`src/rtl/spike_event_fifo.sv`:
```
// Spike event FIFO: packs {pol, id} records, first-word-fall-through head.
// Optional head parity checking is enabled by defining SPIKE_FIFO_PARITY_EN.
module spike_event_fifo #(
   parameter int DEPTH = 16,
   parameter int AW    = 4
) (
   input  logic          clk,
   input  logic          rst,
   input  logic          spike_valid,
   input  logic          spike_pol,
   input  logic [6:0]    spike_id,
   input  logic          rd_en,
   input  logic          flush,
   input  logic          power_fail,
   output logic [7:0]    fifo_data_out,
   output logic          fifo_empty,
   output logic          fifo_full,
   output logic [AW:0]   level,
   output logic          overflow,
   output logic [7:0]    drop_count,
   output logic          parity_err
);

`ifdef SPIKE_FIFO_PARITY_EN
   localparam int W = 9;
`else
   localparam int W = 8;
`endif
   localparam logic [AW:0] LVL_FULL = (AW+1)'(DEPTH);

   logic [W-1:0]  mem [DEPTH];
   logic [7:0]    rec;
   logic [W-1:0]  wr_word;
   logic [W-1:0]  head_word;

   logic [AW-1:0] wr_ptr_q, wr_ptr_d;
   logic [AW-1:0] rd_ptr_q, rd_ptr_d;
   logic [AW:0]   level_q, level_d;
   logic          overflow_q, overflow_d;
   logic [7:0]    drop_cnt_q, drop_cnt_d;
   logic          wr_en, pop_ok;

   assign rec       = {spike_pol, spike_id};
   assign head_word = mem[rd_ptr_q];

`ifdef SPIKE_FIFO_PARITY_EN
   logic parity_err_q, parity_err_d;
   // bit 8 makes the 9-bit word even parity
   assign wr_word    = {^rec, rec};
   assign parity_err = parity_err_q;
`else
   assign wr_word    = rec;
   assign parity_err = 1'b0;
`endif

   assign fifo_empty    = (level_q == '0);
   assign fifo_full     = (level_q == LVL_FULL);
   assign level         = level_q;
   assign overflow      = overflow_q;
   assign drop_count    = drop_cnt_q;
   assign fifo_data_out = fifo_empty ? 8'h00 : head_word[7:0];

   always_comb begin
      wr_ptr_d   = wr_ptr_q;
      rd_ptr_d   = rd_ptr_q;
      level_d    = level_q;
      overflow_d = overflow_q;
      drop_cnt_d = drop_cnt_q;
      wr_en      = 1'b0;
      pop_ok     = 1'b0;
`ifdef SPIKE_FIFO_PARITY_EN
      parity_err_d = parity_err_q;
`endif
      if (flush) begin
         wr_ptr_d   = '0;
         rd_ptr_d   = '0;
         level_d    = '0;
         overflow_d = 1'b0;
`ifdef SPIKE_FIFO_PARITY_EN
         parity_err_d = 1'b0;
`endif
      end else if (power_fail) begin
         if (spike_valid && drop_cnt_q != 8'hFF)
            drop_cnt_d = drop_cnt_q + 8'd1;
      end else begin
         pop_ok = rd_en && !fifo_empty;
         // a full FIFO still accepts a push when the head leaves
         wr_en  = spike_valid && (!fifo_full || pop_ok);
         if (wr_en)
            wr_ptr_d = wr_ptr_q + 1'b1;
         if (pop_ok)
            rd_ptr_d = rd_ptr_q + 1'b1;
         level_d = level_q + (AW+1)'(wr_en) - (AW+1)'(pop_ok);
         if (spike_valid && !wr_en) begin
            overflow_d = 1'b1;
            if (drop_cnt_q != 8'hFF)
               drop_cnt_d = drop_cnt_q + 8'd1;
         end
      end
`ifdef SPIKE_FIFO_PARITY_EN
      if (!flush && !fifo_empty && (^head_word))
         parity_err_d = 1'b1;
`endif
   end

   always_ff @(posedge clk or posedge rst) begin
      if (rst) begin
         wr_ptr_q   <= '0;
         rd_ptr_q   <= '0;
         level_q    <= '0;
         overflow_q <= 1'b0;
         drop_cnt_q <= 8'h00;
`ifdef SPIKE_FIFO_PARITY_EN
         parity_err_q <= 1'b0;
`endif
      end else begin
         wr_ptr_q   <= wr_ptr_d;
         rd_ptr_q   <= rd_ptr_d;
         level_q    <= level_d;
         overflow_q <= overflow_d;
         drop_cnt_q <= drop_cnt_d;
`ifdef SPIKE_FIFO_PARITY_EN
         parity_err_q <= parity_err_d;
`endif
      end
   end

   always_ff @(posedge clk) begin
      if (wr_en)
         mem[wr_ptr_q] <= wr_word;
   end

endmodule

```
`config.mk`:
```
export PLATFORM = sky130hd
export DESIGN_NAME = spike_event_fifo
export DESIGN_NICKNAME = d
export VERILOG_FILES = /design/src/rtl/spike_event_fifo.sv
export SDC_FILE = /design/constraint.sdc
export NUM_CORES = 1
export LEC_CHECK = 0
export BUFFER_PORTS_ARGS = -buffer_cell sky130_fd_sc_hd__buf_2
export CAP_MARGIN = 30
export CORE_MARGIN = 1.5
export CORE_UTILIZATION = 45
export CTS_BUF_LIST = sky130_fd_sc_hd__clkbuf_8
export CTS_CLUSTER_SIZE = 40
export DETAILED_ROUTE_END_ITERATION = 10
export HOLD_SLACK_MARGIN = 0.06
export PLACE_DENSITY = 0.69
export SLEW_MARGIN = 20
export SYNTH_ARGS = -nofsm -noshare
export SYNTH_HDL_FRONTEND = slang
export SYNTH_SLANG_ARGS = --single-unit
```
`constraint.sdc`:
```
create_clock -name clk -period 2.6 [get_ports clk]
set_input_delay 0.26 -clock clk [delete_from_list [all_inputs] [get_ports clk]]
set_output_delay 0.26 -clock clk [all_outputs]
set_load 0.01 [all_outputs]
```
==> out/qor.csv <==
metric,value,unit
run_status,completed,
start_util,46.4,%
num_vias,3311,
relSlewSlack,42.9,%
synth_area_leader_cell,edfxtp_1,
seqPwrFrac,52.5,%
skew,0.00680,ns
setup_viol,0,
tightestPinTransition,0.854,ns
insertion_delay,0.43,ns
avgSynthCellArea,18.5,um2
fin_crit,2.56,ns
end_kind,register,
r2r_end,level[4],
path_buf_inv,1,
ios,39,
antenna_left,0,
maxSlewViolCount,0,
dp_hpwl,7810,um
wl,12000,um
grt_max_degree,36,
path_clk_slew,0.07,ns
synthCells,350,
rows,43,
cap_violations,0,
cts_root_buffer,clkbuf_8,
drive_gt1_share,26.0,%
fp.coreArea,13900,um2
h-tree-depth,4,
design.die.area,15100,um2
synth_seq_cells,150,
crit_start,level[2],
p_per_area,722,nW/um2
clockPowerShare,30.4,%
slowest_delay,0.41,ns
utilization,52.6,%
ys_warn_count,0,
pwr-share-comb,17.1,%
crit_chain,inv_2 -> ha_4 -> nor4b_4 -> xnor2_1 -> nand2_1 -> o21ai_1 -> ha_2 -> fa_2 -> a21oi_2 -> o21bai_1 -> mux2i_1 -> mux2_2,
nFillCells,1118,
p_switching,1380,uW
critical_path_cell_count,12,
critical_path.top_delay_family,adder cells,
path_class,register to register,
crit_required,2.92,ns
hold_class,input port to register,
cts_buffers,17,
syn2layout_area_growth,13.5,%
cts_buffer_depth,2,
diodes,0,
die-width,123,um
r2r_setup_slack,0.04,ns
synth_top_area_share,59.5,%
hold_violations,0,
drt_iter0_markers,227,
post_drt_wl_per_cell,19.7,um
p_int,3920,uW
vias_per_cell,5.45,
drc_errors,0,
power.leakage,0.00261,uW
rsz0062_at_grt,true,
portBuffers,37,
grt_usage,17.4,%
finalCritPeriodShare,98.5,%
critPathArrivalTime,2.88,ns
reg2regPathDepth,12,
die_h,123,um
clock.fmax,391,MHz
grt_pass1_wl,18800,um
r2r_start,level[2],
grt_overflow,0,
final_cell_mix,"128 x edfxtp_1, 37 x buf_2, 33 x nor2_1",
cts_tree,built,
first_pass_iters,4,
fin_area,7340,um2
crit_end,level[4],
syn_area,6460,um2
slowest_stage,dfrtp_1,
grt_pass1_vias,3384,
p_sw_share,26.0,%
placed_area,6960,um2
synth-seq-area-share,68.0,%
layout.nets,440,
synth_cell_types,51,
yosys-top-cells-area,"edfxtp_1 59%, mux4_1 11%, dfrtp_1 8.5%, mux2i_1 3.3%, ha_1 2.1%",
vdd_ir_drop_max,392,uV
antenna_found_initial,0,
cp_max_fo,3,
final_common_cell,edfxtp_1,
cts_sinks,150,
place.gp.congestion,0.814,
syn-num-nets,376,
cp-start-kind,register,
[per-layer routing]
| layer | global-route usage, % | up-vias | routed length, um |
|---|---|---|---|
| li1 | - | 1518 | - |
| met1 | 23.2 | 1653 | 5070 |
| met2 | 27.4 | 123 | 5870 |
| met3 | 4.60 | 17 | 814 |
| met4 | 7.19 | 0 | 199 |
| met5 | 0 | - | 0 |
[synth_stat cells (all sizes together)]
cell	count
a211oi	2
a21boi	1
a21o	1
a21oi	3
a31oi	1
and3	1
buf	14
clkbuf	2
conb	1
dfrtp	22
edfxtp	128
fa	1
ha	11
inv	10
mux2	2
mux2i	21
mux4	32
nand2	7
nand2b	1
nand3	6
nand3b	1
nand4	1
nand4bb	1
nor2	34
nor2b	3
nor3	3
nor3b	1
nor4	4
nor4b	2
o211ai	2
o21ai	2
o21bai	1
o22ai	8
or2	1
or3	2
or3b	1
xnor2	6
xor2	10
[logic make-up after synthesis]
| logic type | synth area share, % |
|---|---|
| AOI/OAI and AO/OA | 2.48 |
| xor gates and xnor gates | 2.17 |
| adders and majority gates | 2.44 |
| buffers and inverters | 2.44 |
| DFF | 68.0 |
| muxes | 16.4 |
| other | 0.0580 |
| and+or+nand+nor | 6.06 |
[power by group through the flow]
stage	Clock, uW	Sequential, uW	Combinational [uW]
2_1_floorplan	0	2850	559
3_3_place_gp	0	2830	876
3_5_place_dp	0	2830	904
4_1_cts	1660	2780	910
5_1_grt	1750	2790	990
6_report	1610	2780	906
[worst min path at each step]
stage	endpoint	cells past startpoint	slack, ns	start
2_1_floorplan	drop_count[0]	1	0.25	rst
3_3_place_gp	drop_count[5]	2	0.46	rst
3_5_place_dp	drop_count[6]	2	0.48	rst
4_1_cts	mem[3][6]	1	0.18	spike_id[6]
5_1_grt	mem[7][6]	1	0.18	spike_id[6]
6_report	mem[1][6]	1	0.21	spike_id[6]
[timing repair]
| item | in CTS | in global routing |
|---|---|---|
| setup buffers | 0 | 1 |
| pin swaps | 0 | 4 |
| resized for setup | 1 | 2 |
| hold buffers | 1 | 0 |
| endpoints found under the hold margin | 22 | 0 |
| cloned | 0 | 0 |
| endpoints found under the setup margin | 2 | 2 |
[stage by stage]
step | setup slack (ns) | total power, uW | setup TNS [ns] | hold slack (ns) | std cells
3_5_place_dp | 0.0568 | 3730 | 0 | 0.479 | 573
4_1_cts | 0.0321 | 5350 | 0 | 0.181 | 606
2_1_floorplan | -0.0434 | 3400 | -0.0434 | 0.249 | 350
5_1_grt | -0.0874 | 5530 | -0.0874 | 0.183 | 607
6_report | 0.0397 | 5290 | 0 | 0.208 | 607
3_3_place_gp | 0.137 | 3700 | 0 | 0.464 | 573
[final cells by class]
| cell class | count | area (um2) | area share, % |
|---|---|---|---|
| sequential | 150 | 4390 | 59.9 |
| multi-input combinational | 174 | 1940 | 26.4 |
| timing repair buffer | 61 | 380 | 5.19 |
| clock buffer | 17 | 234 | 3.19 |
| tap | 180 | 225 | 3.07 |
| clock inverter | 15 | 123 | 1.67 |
| inverter | 10 | 40.0 | 0.546 |
[flip-flops by register name (all words and copies together) (netlist names)]
name and count:
rd_ptr_q 4, overflow 1, mem 128, drop_count 8, level 5, wr_ptr_q 4
No activity file was read; power rests on OpenSTA's default activity.
